## src/rtl/pwm_duty_ctrl.sv

```systemverilog
// Front-panel PWM duty controller: debounced up/down keys step a 0..10 level that drives PWM and display codes.
// Optional build macro AUTO_REPEAT_EN adds hold-to-repeat stepping on both keys.

module pwm_duty_ctrl_debounce #(
    parameter int DEBOUNCE_CYCLES = 1000000,
    parameter int REPEAT_CYCLES   = 25000000
) (
    input  logic clk,
    input  logic rst_n,
    input  logic btn_n,
    output logic step
);

    localparam int DW = (DEBOUNCE_CYCLES > 1) ? $clog2(DEBOUNCE_CYCLES) : 1;
    localparam logic [DW-1:0] DB_LAST = DW'(DEBOUNCE_CYCLES - 1);

    typedef enum logic [1:0] {
        IDLE,
        PRESS_WAIT,
        HELD,
        REL_WAIT
    } state_t;

    if (DEBOUNCE_CYCLES < 2) begin : g_bad_debounce
        $error("DEBOUNCE_CYCLES must be at least 2");
    end
    if (REPEAT_CYCLES < 2) begin : g_bad_repeat
        $error("REPEAT_CYCLES must be at least 2");
    end

    logic        s1, s2;
    logic [1:0]  flush;
    logic        armed;
    state_t      state, state_nx;
    logic [DW-1:0] cnt, cnt_nx;
    logic        step_nx;

`ifdef AUTO_REPEAT_EN
    localparam int RW = $clog2(REPEAT_CYCLES);
    localparam logic [RW-1:0] RP_LAST = RW'(REPEAT_CYCLES - 1);
    logic [RW-1:0] hcnt, hcnt_nx;
`endif

    // A key held through reset must be seen released before a press counts:
    // armed only sets once the synchronizer has refilled from the real pin.
    always_ff @(posedge clk) begin
        if (!rst_n) begin
            s1    <= 1'b1;
            s2    <= 1'b1;
            flush <= '0;
            armed <= 1'b0;
            state <= IDLE;
            cnt   <= '0;
            step  <= 1'b0;
`ifdef AUTO_REPEAT_EN
            hcnt  <= '0;
`endif
        end else begin
            s1    <= btn_n;
            s2    <= s1;
            flush <= {flush[0], 1'b1};
            armed <= armed | (flush[1] & s2);
            state <= state_nx;
            cnt   <= cnt_nx;
            step  <= step_nx;
`ifdef AUTO_REPEAT_EN
            hcnt  <= hcnt_nx;
`endif
        end
    end

    always_comb begin
        state_nx = state;
        cnt_nx   = cnt;
        step_nx  = 1'b0;
`ifdef AUTO_REPEAT_EN
        hcnt_nx  = '0;
`endif
        case (state)
            IDLE: begin
                cnt_nx = '0;
                if (armed && !s2) begin
                    state_nx = PRESS_WAIT;
                    cnt_nx   = DW'(1);
                end
            end
            PRESS_WAIT: begin
                if (s2) begin
                    state_nx = IDLE;
                    cnt_nx   = '0;
                end else if (cnt == DB_LAST) begin
                    state_nx = HELD;
                    cnt_nx   = '0;
                    step_nx  = 1'b1;
                end else begin
                    cnt_nx = cnt + DW'(1);
                end
            end
            HELD: begin
                cnt_nx = '0;
                if (s2) begin
                    state_nx = REL_WAIT;
                    cnt_nx   = DW'(1);
                end
`ifdef AUTO_REPEAT_EN
                else if (hcnt == RP_LAST) begin
                    step_nx = 1'b1;
                end else begin
                    hcnt_nx = hcnt + RW'(1);
                end
`endif
            end
            REL_WAIT: begin
                if (!s2) begin
                    state_nx = HELD;
                    cnt_nx   = '0;
                end else if (cnt == DB_LAST) begin
                    state_nx = IDLE;
                    cnt_nx   = '0;
                end else begin
                    cnt_nx = cnt + DW'(1);
                end
            end
            default: begin
                state_nx = IDLE;
                cnt_nx   = '0;
            end
        endcase
    end

endmodule

module pwm_duty_ctrl #(
    parameter int SLOT_CYCLES     = 5000,
    parameter int DEBOUNCE_CYCLES = 1000000,
    parameter int REPEAT_CYCLES   = 25000000
) (
    input  logic       clk,
    input  logic       rst_n,
    input  logic       btn_up_n,
    input  logic       btn_dn_n,
    output logic       pwm_out,
    output logic [3:0] level,
    output logic [3:0] digit0,
    output logic [3:0] digit1,
    output logic [3:0] digit2,
    output logic       period_tick
);

    localparam int SW = (SLOT_CYCLES > 1) ? $clog2(SLOT_CYCLES) : 1;
    localparam logic [SW-1:0] SLOT_LAST = SW'(SLOT_CYCLES - 1);
    localparam logic [3:0] LEVEL_MAX = 4'd10;
    localparam logic [3:0] IDX_LAST  = 4'd9;

    if (SLOT_CYCLES < 2) begin : g_bad_slot
        $error("SLOT_CYCLES must be at least 2");
    end

    logic          up_step, dn_step;
    logic [3:0]    level_nx;
    logic [SW-1:0] slot_cnt;
    logic [3:0]    slot_idx;
    logic [3:0]    active_level;
    logic          slot_wrap;

    pwm_duty_ctrl_debounce #(
        .DEBOUNCE_CYCLES(DEBOUNCE_CYCLES),
        .REPEAT_CYCLES  (REPEAT_CYCLES)
    ) u_db_up (
        .clk  (clk),
        .rst_n(rst_n),
        .btn_n(btn_up_n),
        .step (up_step)
    );

    pwm_duty_ctrl_debounce #(
        .DEBOUNCE_CYCLES(DEBOUNCE_CYCLES),
        .REPEAT_CYCLES  (REPEAT_CYCLES)
    ) u_db_dn (
        .clk  (clk),
        .rst_n(rst_n),
        .btn_n(btn_dn_n),
        .step (dn_step)
    );

    always_comb begin
        level_nx = level;
        if (up_step && !dn_step && level < LEVEL_MAX) begin
            level_nx = level + 4'd1;
        end else if (dn_step && !up_step && level != 4'd0) begin
            level_nx = level - 4'd1;
        end
    end

    // Digits load from level_nx so they change on the same edge as level.
    always_ff @(posedge clk) begin
        if (!rst_n) begin
            level  <= '0;
            digit0 <= '0;
            digit1 <= '0;
            digit2 <= '0;
        end else begin
            level  <= level_nx;
            digit0 <= level_nx;
            digit1 <= level_nx;
            digit2 <= level_nx;
        end
    end

    assign slot_wrap   = (slot_cnt == SLOT_LAST);
    assign period_tick = slot_wrap && (slot_idx == IDX_LAST);

    always_ff @(posedge clk) begin
        if (!rst_n) begin
            slot_cnt     <= '0;
            slot_idx     <= '0;
            active_level <= '0;
            pwm_out      <= 1'b0;
        end else begin
            slot_cnt <= slot_wrap ? '0 : slot_cnt + SW'(1);
            if (slot_wrap) begin
                slot_idx <= (slot_idx == IDX_LAST) ? '0 : slot_idx + 4'd1;
            end
            if (period_tick) begin
                active_level <= level;
            end
            pwm_out <= (slot_idx < active_level);
        end
    end

endmodule

```

## config.mk

```make
export PLATFORM = sky130hd
export DESIGN_NAME = pwm_duty_ctrl
export DESIGN_NICKNAME = d
export VERILOG_FILES = /design/src/rtl/pwm_duty_ctrl.sv
export SDC_FILE = /design/constraint.sdc
export NUM_CORES = 1
export LEC_CHECK = 0
export ABC_AREA = 1
export BUFFER_PORTS_ARGS = -buffer_cell sky130_fd_sc_hd__buf_2
export CAP_MARGIN = 15
export CORE_AREA = 5 5 92 85
export DETAILED_ROUTE_END_ITERATION = 10
export DIE_AREA = 0 0 97 90
export PLACE_DENSITY = 0.81
export SYNTH_ARGS = -nofsm -noshare
export SYNTH_HDL_FRONTEND = slang
export SYNTH_SLANG_ARGS = --single-unit
```

## constraint.sdc

```tcl
create_clock -name clk -period 2.54 [get_ports clk]
set_clock_uncertainty 0.05 [all_clocks]
set_input_delay 0.127 -clock clk [delete_from_list [all_inputs] [get_ports clk]]
set_output_delay 0.127 -clock clk [all_outputs]
set_load 0.02 [all_outputs]
```

==> summary.md, run 1 <==
| Metric | Value |
|---|---|
| Status | finished clean |
| Worst R2R Path Depth | 14 |
| Area of the multi-input gates | 1960 µm² |
| Register area share after synthesis | 40.2% |
| # hold bufs at CTS | 2 |
| Maximum clock rate | 472 MHz |
| Full die area | 8730 µm² |
| Slack of the critical path | 0.423 ns |
| Final instance area | 4330 µm² |
| Hold Path Class | in -> reg |
| Pins Over Slew Limit | 0 |
| Post_cts resized | 0 |
| Worst-case vdd ir drop | 0.000351 V |
| Vias in the first global route | 3225 |
| HP Start | rst_n |
| Initial Util | 58.2% |
| Syn_nets | 561 |
| Sink Count | 80 |
| Crit start category | register |
| Clock buffer count from CTS | 9 |
| Crit path largest cell delay | 0.38 ns |
| DP HPWL | 5500 µm |
| Clk Latency, worst-skew pair | 0.36 ns |
| Post-placement cell count | 645 |
| Worst slew margin | 70.7% |
| ANT cells | 0 |
| Worst path top cell family by delay | simple AND/OR/NAND/NOR gates |
| Ys Warns | 0 |
| DRC errors left | 0 |
| Avg Inst Size Synth | 7.28 µm² |
| Power per standard cell area | 547 nW/µm² |
| Vias | 3373 |
| Max-cap violations | 0 |
| Hold Path Depth | 1 |
| Final setup TNS | 0 ns |
| Final period utilization | 83.3% |
| Clock tree root driver cell | clkbuf_8 |
| Netlist cell types | 39 |
| Nets | 578 |
| R2R Path End | digit2[3]$_SDFFE_PN0P_ |
| Hold Path End | u_db_up.flush[0]$_DFF_P_ |
| Placed Area | 4080 µm² |
| Initial antenna violation count | 0 |
| Final Wtd Congestion | 0.876 |
| Setup Slack @ Placement | 0.430 ns |
| Crit path time final | 2.12 ns |
| CP Cell Sequence | inv_1 > nand2_1 > a21oi_1 > nand2_1 > ha_1 > nand2_1 > inv_1 > o21ai_0 > nand2_1 > nand2_1 > nand3_1 > nand2_1 > nand2_1 > nor2_1 |
| Finish-stage setup viols | 0 |
| H-tree depth | 3 |
| Die X | 97 µm |
| Vias per cell | 5.10 |
| WP data required | 2.78 ns |
| Worst Tran Pin Value | 0.436 ns |
| Fill cell count | 601 |
| Maximum net fanout on the critical path | 7 |
| Final hold vios | 0 |
| Maximum number of pins on one net before global-route repair | 20 |
| Finished Layout Cells | 662 |
| # rows | 29 |
| Number of port buffers | 21 |
| Leakage power | 0.00168 µW |
| Buf/Inv on CP | 2 |
| GRT Resource Usage Total | 18.1% |
| 1st-iter DRT viols | 149 |
| Core area | 6860 µm² |
| Critical path class | reg -> reg |
| Layout cells sized above 1 | 11.8% |
| Worst hold margin | 0.0342 ns |
| Total Routed Length | 7550 µm |
| Clock transition at the registers of the reported paths | 0.08 ns |
| Post-CTS setup repair buffer count | 0 |
| Worst Setup End Kind | register |
| Cells after Synth | 548 |
| Critical Path Most Common Cell | nand2_1 |
| RSZ-0062 raised after global routing | no |
| Antenna viol nets, final | 0 |
| Die height | 90 µm |
| Area growth, synth to finish | 8.56% |
| Drt first pass iters | 4 |
| Slowest CP cell | dfxtp_1 |
| GR Overflow Total | 0 |
| Routed length per instance | 11.4 µm |
| Mapped cell area | 3990 µm² |
| Io pins | 22 |
| CTS tree | done |
| Seq. cell area | 1600 µm² |
| Reg2Reg Setup Slack | 0.42 ns |
| #FFs+latches synth | 80 |
| FF-to-FF Start | digit2[1]$_SDFFE_PN0P_ |
| First-pass GRT wire length | 13400 µm |
| Critical path arrival | 2.36 ns |
| Deepest clock path buffer count | 2 |
-- worst register-to-register path, stage by stage (launching register included) --
cell	delay, ns
dfxtp_1	0.38
inv_1	0.15
nand2_1	0.07
a21oi_1	0.16
nand2_1	0.17
ha_1	0.31
nand2_1	0.07
inv_1	0.03
o21ai_0	0.21
nand2_1	0.08
nand2_1	0.07
nand3_1	0.10
nand2_1	0.07
nand2_1	0.04
nor2_1	0.09
-- synth_stat cells (all sizes together) --
cell      n  area [µm²]
o21ai    15        75.1
xnor2     7        61.3
o21bai    1        7.51
and2      1        6.26
o211ai    1        7.51
a31oi     2        12.5
inv      81         304
or2       6        40.0
buf      15         120
o211a     1        10.0
xor2     17         149
nor2     94         435
nand2   102         395
clkbuf    2        7.51
nor4      2        12.5
nand3b    1        7.51
ha        8         100
a211oi    1        7.51
dfxtp    80        1600
nand4    14        87.6
nor3b     4        30.0
a21boi    1        7.51
fa        1        20.0
o22ai     2        18.8
a31o      1        8.76
nand3    36         185
nor3     27         145
a21oi    25         125
-- cells in the final DEF (no fill, tap or decap), types with 9 or more instances in the layout --
master	instances
inv_1	79
nor2_4	9
nand3_1	35
dfxtp_1	80
buf_2	21
nand2_1	99
o21ai_0	15
nand4_1	14
nor2_1	79
clkbuf_8	11
a21oi_1	25
xor2_1	17
nor3_1	25
-- worst max-delay path by stage --
stage | cells after the start | endpoint | start
finish | 14 | digit2[3]$_SDFFE_PN0P_ | digit2[1]$_SDFFE_PN0P_
global route | 14 | digit2[3]$_SDFFE_PN0P_ | digit2[1]$_SDFFE_PN0P_
CTS | 14 | digit2[3]$_SDFFE_PN0P_ | digit2[1]$_SDFFE_PN0P_
detailed placement | 13 | digit2[3]$_SDFFE_PN0P_ | digit2[1]$_SDFFE_PN0P_
global placement | 14 | digit2[3]$_SDFFE_PN0P_ | digit2[1]$_SDFFE_PN0P_
floorplan | 13 | digit2[3]$_SDFFE_PN0P_ | digit2[1]$_SDFFE_PN0P_
-- cell families (layout without fill, tap and decap cells) --
kind of cell	after synthesis	after routing	share of synthesized area, %
and+or+nand+nor	287	287	33.7
buffers and inverters	98	119	10.8
DFF	80	80	40.2
AOI/OAI and AO/OA	50	50	7.03
xor gates and xnor gates	24	24	5.27
adders and majority gates	9	9	3.01
-- area by class of cell --
type	count	area share [%]
Clock buffer	11	3.50
Inverter	81	7.02
Sequential cell	80	37.0
Clock inverter	4	1.76
Multi-Input combinational cell	370	45.2
Tap cell	93	2.69
Timing Repair Buffer	23	2.89
-- per-layer routing --
metal	vias up	GRT usage, %	part of all wire, %
li1	1762	-	-
met5	-	0	0
met4	0	7.02	2.2
met3	19	5.03	4.1
met1	1532	21.4	46
met2	60	31.3	48
-- report_power, final --
| group | switching [µW] | internal, µW | leakage [µW] |
|---|---|---|---|
| logic | 24.0 | 15.2 | 0.000917 |
| clock network | 450 | 605 | 0.000112 |
| registers | 9.90 | 1260 | 0.000647 |
| total | 484 | 1890 | 0.00168 |
-- per-stage QoR --
stage | power [µW] | utilization [%]
after floorplan | 1330 | -
after global placement | 1340 | 59.5
after detailed placement | 1340 | 59.5
after CTS | 2400 | 63.1
after global routing | 2460 | 63.1
final | 2370 | 63.1
-- sequential cells by signal (all words and copies together), names as in the netlist, named ones only --
| name | cells |
|---|---|
| u_db_dn.cnt | 20 |
| u_db_dn.step | 1 |
| u_db_up.s2 | 1 |
| u_db_up.flush | 1 |
| u_db_up.step | 1 |
| u_db_up.state | 1 |
| u_db_dn.s2 | 1 |
| pwm_out | 1 |
| u_db_dn.s1 | 1 |
| u_db_up.cnt | 20 |
| u_db_up.armed | 1 |
| u_db_dn.armed | 1 |
| u_db_up.s1 | 1 |
| slot_idx | 4 |
| u_db_dn.state | 1 |
| active_level | 4 |
| slot_cnt | 13 |
| digit2 | 4 |
| u_db_dn.flush | 1 |
Note: power is estimated with default switching activity, not from simulation.
==> inputs of run 2 (changes only) <==
==> config.mk (replaced) <==
export PLATFORM = sky130hd
export DESIGN_NAME = pwm_duty_ctrl
export DESIGN_NICKNAME = d
export VERILOG_FILES = /design/src/rtl/pwm_duty_ctrl.sv
export SDC_FILE = /design/constraint.sdc
export NUM_CORES = 1
export LEC_CHECK = 0
export ABC_AREA = 0
export BUFFER_PORTS_ARGS = -buffer_cell sky130_fd_sc_hd__buf_2
export CAP_MARGIN = 15
export CORE_AREA = 5 5 93 86
export DETAILED_ROUTE_END_ITERATION = 10
export DIE_AREA = 0 0 98 91
export PLACE_DENSITY = 0.77
export SYNTH_ARGS = -nofsm -noshare
export SYNTH_HDL_FRONTEND = slang
export SYNTH_SLANG_ARGS = --single-unit
==> constraint.sdc (replaced) <==
create_clock -name clk -period 1.71 [get_ports clk]
set_clock_uncertainty 0.05 [all_clocks]
set_input_delay 0.0855 -clock clk [delete_from_list [all_inputs] [get_ports clk]]
set_output_delay 0.0855 -clock clk [all_outputs]
set_load 0.02 [all_outputs]
==> run 2 against run 1 <==
  * The flow now finishes with violations (negative setup slack)
  * Core utilization is 4.9 points higher
  * Hold slack gained 0.33 ns
  * Sequential cell count did not move
  * Die area is 2.2% higher
  * Critical path depth fell by 9
  * Sequential power rose by 48%
  * Clock power grew 18%
  * Synthesized area decreased by 8.6%
  * Total power is 35% higher
  * Sequential share of layout area decreased by 1.7 points
  * Largest cell class unchanged
  * Highest routed layer unchanged
==> summary.md, run 2 <==
| Metric | Value |
|---|---|
| Status | finished with violations |
| Failing checks | negative setup slack |
| Critical path arrival | 1.97 ns |
| First-pass GRT wire length | 12700 µm |
| Antenna viol nets, final | 0 |
| Final setup TNS | -0.0520 ns |
| Crit start category | register |
| Clock transition at the registers of the reported paths | 0.08 ns |
| Die X | 98 µm |
| Number of port buffers | 21 |
| Seq pwr share | 58.6% |
| Clock buffer count from CTS | 9 |
| Final instance area | 4720 µm² |
| Register area share after synthesis | 43.9% |
| Total Routed Length | 8100 µm |
| Routed length per instance | 13.9 µm |
| Io pins | 22 |
| Sink Count | 80 |
| Vias | 3221 |
| DRC errors left | 0 |
| Full die area | 8920 µm² |
| H-tree depth | 3 |
| Most frequent cells in the layout | buf_4 (55), nor2_1 (53), dfxtp_1 (50) |
| Top cells by count, synth | dfxtp_1 (80), nor2_1 (54), nand2_1 (31), xnor2_1 (26), a21oi_1 (22) |
| Vias per cell | 5.52 |
| Hold Path Class | reg -> reg |
| Largest registers | u_db_dn.cnt x20, u_db_up.cnt x20, slot_cnt x13 |
| Deepest clock path buffer count | 2 |
| WP data required | 1.95 ns |
| Final Wtd Congestion | 0.836 |
| Worst hold margin | 0.366 ns |
| Combinational Power Share | 2.3% |
| ANT cells | 0 |
| Critical path class | reg -> reg |
| Initial Util | 52.6% |
| Top cell type's share of synthesized area | 43.9% |
| Clk Latency, worst-skew pair | 0.35 ns |
| Switching pwr | 769 µW |
| Maximum number of pins on one net before global-route repair | 16 |
| Maximum net fanout on the critical path | 5 |
| Final hold vios | 0 |
| 1st-iter DRT viols | 169 |
| Worst Setup End Kind | register |
| Top-count cell post-synth | dfxtp_1 |
| Drt first pass iters | 4 |
| Finish-stage setup viols | 3 |
| Placed Area | 4230 µm² |
| Initial antenna violation count | 0 |
| GRT Resource Usage Total | 17.1% |
| Worst Tran Pin Value | 0.425 ns |
| Crit path time final | 1.74 ns |
| Ys Warns | 0 |
| Pint | 2440 µW |
| Core area | 6930 µm² |
| Area growth, synth to finish | 29.3% |
| GR Overflow Total | 0 |
| Leading area contributor after synthesis | dfxtp_1 |
| Mapped cell area | 3650 µm² |
| Clock power frac | 39.0% |
| Nets | 498 |
| HP Start | u_db_up.s1$_SDFF_PN1_ |
| Vias in the first global route | 2874 |
| #FFs+latches synth | 80 |
| # rows | 29 |
| Most common cell after layout, fill and taps aside | buf_4 |
| DP HPWL | 5330 µm |
| Maximum clock rate | 576 MHz |
| Ys async rst share | 0% |
| Netlist cell types | 49 |
| Slack of the critical path | -0.0265 ns |
| Final period utilization | 102% |
| CTS tree | done |
| Top cells by area, synth | dfxtp_1 (44%), xnor2_1 (6.2%), nor2_1 (5.6%), nand2_1 (3.2%), a21oi_1 (3.0%) |
| RSZ-0062 raised after global routing | yes |
| EDFF count, synth | 0 |
| Leakage power | 0.00168 µW |
| Critical path origin | u_db_up.cnt[1]$_SDFF_PN0_ |
| Total power | 3200 µW |
| Sw Share | 24.0% |
| Clock tree root driver cell | clkbuf_8 |
| Layout cells sized above 1 | 35.1% |
| FF-to-FF Start | u_db_up.cnt[1]$_SDFF_PN0_ |
| Syn_nets | 427 |
| Pins Over Slew Limit | 0 |
| Worst-case vdd ir drop | 0.000514 V |
| Setup Slack @ Placement | -0.0663 ns |
| Cells after Synth | 414 |
| Avg Inst Size Synth | 8.81 µm² |
| Worst slew margin | 71.4% |
| Die height | 91 µm |
| Main synth FF type | dfxtp_1 |
| Max-cap violations | 0 |
| Power per standard cell area | 679 nW/µm² |
run 2: path summary, 6_finish.rpt:
| check | slack, ns | end | depth (start not counted) |
|---|---|---|---|
| setup reg to reg | -0.03 | u_db_up.cnt[18]$_SDFF_PN0_ | 5 |
| hold reg to reg | 0.37 | u_db_up.s2$_SDFF_PN1_ | 1 |
| hold / removal | 0.37 | u_db_up.s2$_SDFF_PN1_ | 1 |
| setup / recovery | -0.03 | u_db_up.cnt[18]$_SDFF_PN0_ | 5 |
run 2: area by class of cell:
cell class | count | area [µm²]
flip-flops and latches | 80 | 1670
clock inverters | 7 | 53.8
well taps | 93 | 116
clock buffers | 9 | 124
fillers | 519 | 2210
inverters | 18 | 67.6
multi-input cells | 294 | 2080
repair buffers | 82 | 606
run 2: per-layer routing:
layer	GRT usage (%)	wire [µm]	vias up
met5	0	0	-
met4	5.07	156	0
met3	5.06	334	13
met2	28.5	4070	72
met1	21.4	3540	1546
li1	-	-	1590
run 2: timing repair:
action / 4_1_cts / 5_1_grt
endpoints found under the hold margin: 3 / 0
resized for setup: 17 / 43
setup endpoints to repair: 10 / 47
pin swaps: 4 / 15
buffers inserted: 2 / 6
hold buffers: 3 / 0
run 2: cells by family (layout without fill, tap and decap cells):
kind of cell	after synthesis	count (layout)	share of synthesized area, %
AND/OR/NAND/NOR	185	185	26.8
XOR/XNOR	35	35	8.40
buffers and inverters	40	116	5.42
adder cells (fa/ha/maj)	9	9	3.29
multiplexers	8	8	2.54
flip-flops	80	80	43.9
AO/OA/AOI/OAI	57	57	9.64
run 2: power groups by stage:
stage / logic (µW) / clock network (µW) / registers, µW
global route: 82.8 / 1390 / 1880
global placement: 56.2 / 0 / 1930
CTS: 64.2 / 1280 / 1880
floorplan: 38.7 / 0 / 1920
finish: 74.1 / 1250 / 1880
detailed placement: 57.4 / 0 / 1930
run 2: critical path: stages (launching register included):
cell	delay, ns
dfxtp_4	0.39
ha_4	0.14
nand2_2	0.05
or4_4	0.44
or4_4	0.50
a21oi_2	0.12
run 2: metrics by stage:
stage / cells / util, %
final: 583 / 68.1
after global routing: 583 / 68.1
after CTS: 577 / 65.2
after detailed placement: 556 / 61.0
after global placement: 556 / 61.0
after floorplan: 414 / -
